[src/rtl/rom_stream_pkg.sv]
// Shared types and default widths for the ROM burst streamer.
package rom_stream_pkg;
  localparam int D_WIDTH_DEF = 8;
  localparam int A_WIDTH_DEF = 5;

  typedef enum logic [1:0] {
    IDLE  = 2'd0,
    RUN   = 2'd1,
    DRAIN = 2'd2
  } state_t;
endpackage

[src/rtl/rom_skid_fifo.sv]
// Two-entry output buffer; each entry is {last, data}.
module rom_skid_fifo #(
  parameter int W = 9
) (
  input  logic         clk,
  input  logic         rst_n,
  input  logic         wr_en,
  input  logic [W-1:0] wr_data,
  input  logic         rd_en,
  output logic [W-1:0] rd_data,
  output logic         not_empty,
  output logic [1:0]   count
);
  logic [W-1:0] mem [0:1];
  logic         wr_ptr;
  logic         rd_ptr;

  // Caller guarantees no write when full and no read when empty.
  always_ff @(posedge clk) begin
    if (!rst_n) begin
      mem[0] <= '0;
      mem[1] <= '0;
      wr_ptr <= 1'b0;
      rd_ptr <= 1'b0;
      count  <= 2'd0;
    end else begin
      if (wr_en) begin
        mem[wr_ptr] <= wr_data;
        wr_ptr      <= ~wr_ptr;
      end
      if (rd_en) rd_ptr <= ~rd_ptr;
      count <= count + 2'(wr_en) - 2'(rd_en);
    end
  end

  assign rd_data   = mem[rd_ptr];
  assign not_empty = (count != 2'd0);
endmodule

[src/rtl/rom_streamer.sv]
// Streams a burst of words from a synchronous ROM onto a valid/ready
// interface, wrapping the address and tolerating arbitrary backpressure.
module rom_streamer
  import rom_stream_pkg::*;
#(
  parameter int D_WIDTH = D_WIDTH_DEF,
  parameter int A_WIDTH = A_WIDTH_DEF
) (
  input  logic               clk,
  input  logic               rst_n,
  input  logic               start,
  input  logic [A_WIDTH-1:0] start_addr,
  input  logic [A_WIDTH:0]   len,
  output logic               busy,
  output logic               done,
  output logic [A_WIDTH-1:0] rom_addr,
  input  logic [D_WIDTH-1:0] rom_data,
  output logic [D_WIDTH-1:0] m_data,
  output logic               m_valid,
  input  logic               m_ready,
  output logic               m_last
);
  localparam logic [A_WIDTH-1:0] ADDR_ONE = 1;
  localparam logic [A_WIDTH:0]   LEN_ONE  = 1;

  state_t             state, state_nxt;
  logic [A_WIDTH-1:0] ptr;
  logic [A_WIDTH-1:0] last_addr;
  logic [A_WIDTH:0]   rem;
  logic               inflight;
  logic               inflight_last;
  logic               accept, issue, fin, zero_start, pop;
  logic [1:0]         count;
  logic [2:0]         occ;
  logic [D_WIDTH:0]   head;

  assign pop = m_valid & m_ready;

  // Occupancy the buffer will have once this cycle's write/pop settle;
  // a new issue is allowed only if its data will still find a free slot.
  always_comb begin
    state_nxt  = state;
    accept     = 1'b0;
    issue      = 1'b0;
    fin        = 1'b0;
    zero_start = 1'b0;
    occ        = 3'(count) + 3'(inflight) - 3'(pop);
    case (state)
      IDLE: begin
        if (start) begin
          if (len == '0) begin
            zero_start = 1'b1;
          end else begin
            accept    = 1'b1;
            state_nxt = RUN;
          end
        end
      end
      RUN: begin
        issue = (rem != '0) && (occ < 3'd2);
        if (issue && rem == LEN_ONE) state_nxt = DRAIN;
      end
      DRAIN: begin
        if (pop && m_last) begin
          fin       = 1'b1;
          state_nxt = IDLE;
        end
      end
      default: state_nxt = IDLE;
    endcase
  end

  always_ff @(posedge clk) begin
    if (!rst_n) begin
      state         <= IDLE;
      ptr           <= '0;
      last_addr     <= '0;
      rem           <= '0;
      inflight      <= 1'b0;
      inflight_last <= 1'b0;
      done          <= 1'b0;
    end else begin
      state         <= state_nxt;
      done          <= fin | zero_start;
      inflight      <= issue;
      inflight_last <= issue && (rem == LEN_ONE);
      if (accept) begin
        ptr <= start_addr;
        rem <= len;
      end else if (issue) begin
        ptr       <= ptr + ADDR_ONE;
        last_addr <= ptr;
        rem       <= rem - LEN_ONE;
      end
    end
  end

  // Present the next address only while issuing so the ROM port otherwise
  // holds the last address actually read.
  assign rom_addr = issue ? ptr : last_addr;
  assign busy     = (state != IDLE);

  rom_skid_fifo #(.W(D_WIDTH + 1)) u_fifo (
    .clk       (clk),
    .rst_n     (rst_n),
    .wr_en     (inflight),
    .wr_data   ({inflight_last, rom_data}),
    .rd_en     (pop),
    .rd_data   (head),
    .not_empty (m_valid),
    .count     (count)
  );

  assign m_data = head[D_WIDTH-1:0];
  assign m_last = head[D_WIDTH];
endmodule

[config.mk]
export PLATFORM = sky130hd
export DESIGN_NAME = rom_streamer
export DESIGN_NICKNAME = d
export VERILOG_FILES = /design/src/rtl/rom_stream_pkg.sv /design/src/rtl/rom_skid_fifo.sv /design/src/rtl/rom_streamer.sv
export SDC_FILE = /design/constraint.sdc
export NUM_CORES = 1
export LEC_CHECK = 0
export CAP_MARGIN = 20
export CORE_UTILIZATION = 51
export DETAILED_ROUTE_END_ITERATION = 12
export GPL_ROUTABILITY_DRIVEN = 0
export HOLD_SLACK_MARGIN = 0.15
export PLACE_DENSITY = 0.76
export SETUP_SLACK_MARGIN = 0.1
export SYNTH_ARGS = -nofsm -noshare
export SYNTH_HDL_FRONTEND = slang
export SYNTH_SLANG_ARGS = --single-unit
[constraint.sdc]
create_clock -name clk -period 4.5 [get_ports clk]
set_input_delay 0.9 -clock clk [delete_from_list [all_inputs] [get_ports clk]]
set_output_delay 0.9 -clock clk [all_outputs]
set_load 0.1 [all_outputs]
==> reports/results.md, run 1 <==
| Stage | Parameter | Reported |
| --- | --- | --- |
| route | Drt initial violations | 89 |
| timing | Final number of max-transition violations | 0 |
| floorplanning | Overall die width | 66.0 um |
| min path | Hold Crit Class | register to register |
| timing | Final Hold Violating Endpoints | 0 |
| power and ir drop | Part of the power in registers | 31.3% |
| clock network | Count of H-tree levels built during CTS | 2 |
| timing | Relative slew slack | 34.0% |
| layout | Area of combinational cells with multiple inputs | 966 sq um |
| layout | Share of post-route cells with drive strength above 1 | 17.3% |
| route | Residual DRC | 0 |
| clock network | Clock Tree Root | clkbuf_8 |
| global route | Maximum number of pins on one net before global-route repair | 20 |
| floorplanning | Effective utilization at floorplan | 55.0% |
| synth | Cell type with the highest aggregate area in the netlist | edfxtp_1 |
| clock network | Clock tree from TritonCTS | yes |
| critical path | Setup Crit Path Kind | input pin to output pin |
| synth | Number of distinct standard cells referenced by the synthesized netlist | 43 |
| timing | Minimum clock period after layout | 4.23 ns |
| power and ir drop | Part of the total power dissipated in the clock network | 16.9% |
| route | Number of detailed-route iterations in the first pass | 4 |
| timing | Setup WS post-layout | 0.267 ns |
| clock network | Later-pin clock latency in the skew report | 0.29 ns |
| clock network | Total clock buffers created by CTS | 5 |
| synth | Seq/Total Area, Yosys | 50.8% |
| synth | Number of flops mapped to enable cells by yosys | 18 |
| layout | Seq. cell area | 0.00106 sq mm |
| placement | DP HPWL | 3010 um |
| layout | Layout fillers | 263 |
| clock network | Quantity of hold-fixing buffers added after cts | 0 |
| route | Routed wire per std cell | 14.6 um |
| synth | Largest cells by area after synthesis | edfxtp_1 (26%), dfxtp_1 (25%), and2_1 (7.2%), mux2_2 (5.4%), ha_1 (3.6%) |
| timing | Setup repair after global routing missed its margin | false |
| power and ir drop | Internal power contribution | 0.976 mW |
| synth | Number of instances in the synthesized netlist | 197 |
| synth | Synth Net Count | 227 |
| power and ir drop | Worst voltage drop across the vdd grid | 0.370 mV |
| layout | Layout Area Growth over Synthesis | 31.3% |
| power and ir drop | LEAKAGE | 1.06 nW |
| floorplanning | Chip Height | 66.0 um |
| route | Total Routed Length | 4260 um |
| synth | Count of state elements after synthesis | 44 |
| timing | Skew final | 0.00553 ns |
| layout | Antenna diode count | 0 |
| synth | Post-synthesis cell area | 0.00209 sq mm |
| synth | Most numerous cell in the Yosys netlist | dfxtp_1 |
| synth | Post-synth top flop | dfxtp_1 |
| floorplanning | Total I/O pin count | 40 |
| synth | Fraction of synthesis flops using an asynchronous set or reset pin | 0% |
| synth | Avg Cell Area, Syn | 10.6 sq um |
| power and ir drop | Net switching power | 0.772 mW |
| synth | Most frequent cells after synthesis | dfxtp_1 (26), and2_1 (24), edfxtp_1 (18) |
| global route | Via count of the first global-routing pass | 1574 |
| power and ir drop | Power, Total | 1.75 mW |
| timing | Transition time at the pin with the least slew margin | 0.986 ns |
| layout | Number of nets in the layout | 272 |
| floorplanning | Die Outline Area | 0.00436 sq mm |
| critical path | Critical-path maximum fanout | 7 |
| placement | Post-Place Setup Slack | -0.0563 ns |
| global route | Total global-route track usage | 21.9% |
| placement | Placed instance count | 282 |
| timing | Maximum clock frequency | 236 MHz |
| global route | Initial antenna violation count | 0 |
| power and ir drop | Switching fraction of total power | 44.2% |
| synth | Post-synth top area share | 25.9% |
| floorplanning | Row Count | 22 |
| critical path | Worst path required time | 3.60 ns |
| layout | Final cell count without fillers | 291 |
| global route | Wire length of the first global-routing pass | 7060 um |
| critical path | Arr. time, crit path | 3.33 ns |
| synth | Warnings, synthesis | 0 |
| timing | Fin crit share | 94.1% |
| critical path | Critical Path Sink Type | output pin |
| floorplanning | Placeable core area | 0.00380 sq mm |
| power and ir drop | Logic pwr share | 51.8% |
| route | Post-route antenna net violation count | 0 |
| placement | I/O Buffers | 39 |
| critical path | Type of origin of the critical path | input pin |
| route | Drt via density | 5.44 |
| status | Result of the run | completed |
| route | Via count | 1583 |
| global route | Aggregate global routing overflow | 0 |
| timing | Number of setup violations in the final report | 0 |
| clock network | Clock-pin slew of the registers on the worst-case setup and hold paths | 0.08 ns |
| job | Max-cap violations | 0 |
| power and ir drop | Power Density | 637 mW/mm^2 |
| clock network | Worst-case clock buffer depth | 2 |
| clock network | Sink count of the clock tree | 44 |
-- area by class of cell --
| cell class | count | area share [%] |
|---|---|---|
| Inverter | 13 | 1.78 |
| Clock buffer | 6 | 2.65 |
| Timing Repair Buffer | 47 | 18.2 |
| Tap cell | 48 | 2.19 |
| Multi-Input combinational cell | 131 | 35.2 |
| Sequential cell | 44 | 38.7 |
| Clock inverter | 2 | 1.28 |
-- metal layers --
layer  global-route usage (%)  vias to the layer above  part of all wire, %
met4                     6.91                        0                  1.3
met5                        0                        -                    0
met3                     5.69                        6                  4.3
met1                     24.0                      742                   41
li1                         -                      790                    -
met2                     40.7                       45                   53
-- worst max-delay path, stage by stage --
cell and delay, ns:
dlygate4sd2_1 0.24, o21ai_2 0.06, inv_1 0.07, ha_1 0.28
inv_2 0.08, ha_4 0.12, inv_1 0.05, fa_2 0.54
nand3b_1 0.12, a211oi_2 0.16, buf_4 0.20, mux2_4 0.33
buf_12 0.17
-- path summary, 6_finish.rpt --
| kind | start | endpoint | slack (ns) | depth (start not counted) |
|---|---|---|---|---|
| worst max-delay path | m_ready | rom_addr[3] | 0.27 | 13 |
| worst min-delay path | ptr[1] | ptr[1] | 0.52 | 2 |
| worst max register to register | u_fifo.count[1] | ptr[3] | 1.60 | 12 |
| worst min register to register | ptr[1] | ptr[1] | 0.52 | 2 |
-- cell usage in the layout, fill, tap and decap left out, types with 6 or more instances in the layout --
cell and n:
a31oi_1 7, and2_1 24, buf_4 8, clkdlybuf4s50_1 33, dfxtp_1 26, edfxtp_1 18
inv_1 12, mux2_2 9, nand2_1 6, nor2_1 9, nor3_1 7, o21ai_0 11
-- power groups by stage --
stage / sequential, mW / combinational (mW) / clock (mW)
detailed placement: 0.553 / 0.869 / 0
global route: 0.556 / 0.960 / 0.318
global placement: 0.549 / 0.853 / 0
CTS: 0.548 / 0.908 / 0.299
finish: 0.548 / 0.905 / 0.296
floorplan: 0.527 / 0.658 / 0
-- per-stage QoR --
stage,cell area [sq um],hold slack (ns),setup TNS (ns),utilization (%)
6_report,2740,0.516,0,72.2
2_1_floorplan,2090,0.472,0,-
3_5_place_dp,2600,0.505,-0.0563,68.5
3_3_place_gp,2600,0.484,0,68.5
5_1_grt,2740,0.548,0,72.2
4_1_cts,2740,0.514,0,72.2
-- timing repair --
action	CTS	global route
setup endpoints to repair	5	0
setup buffers	1	0
gates resized for setup	9	0
-- kinds of logic after synthesis --
family          count (synthesis)  share of synthesized area (%)
simple gates                   65                           17.7
flops                          44                           50.8
compound gates                 38                           11.6
buf+inv                        22                           4.31
mux                            15                           8.50
fa+ha+maj                       7                           4.55
xor+xnor                        6                           2.51
-- flip-flops by register name (all words and copies together) (netlist names), named ones only --
name           count
rem                6
u_fifo.mem        18
u_fifo.rd_ptr      1
u_fifo.count       2
last_addr          5
u_fifo.wr_ptr      1
inflight           1
ptr                5
inflight_last      1
done               1
state              2
Note: power is estimated with default switching activity, not from simulation.
==> run 2, diff against run 1 <==
--- a/config.mk
+++ b/config.mk
@@ -11,7 +11,7 @@
 export GPL_ROUTABILITY_DRIVEN = 0
 export HOLD_SLACK_MARGIN = 0.15
 export PLACE_DENSITY = 0.76
-export SETUP_SLACK_MARGIN = 0.1
+export SETUP_SLACK_MARGIN = 0.15
 export SYNTH_ARGS = -nofsm -noshare
 export SYNTH_HDL_FRONTEND = slang
 export SYNTH_SLANG_ARGS = --single-unit
==> results of run 2 <==
Same layout as run 1: the final DEF is identical, and so are final timing and power.
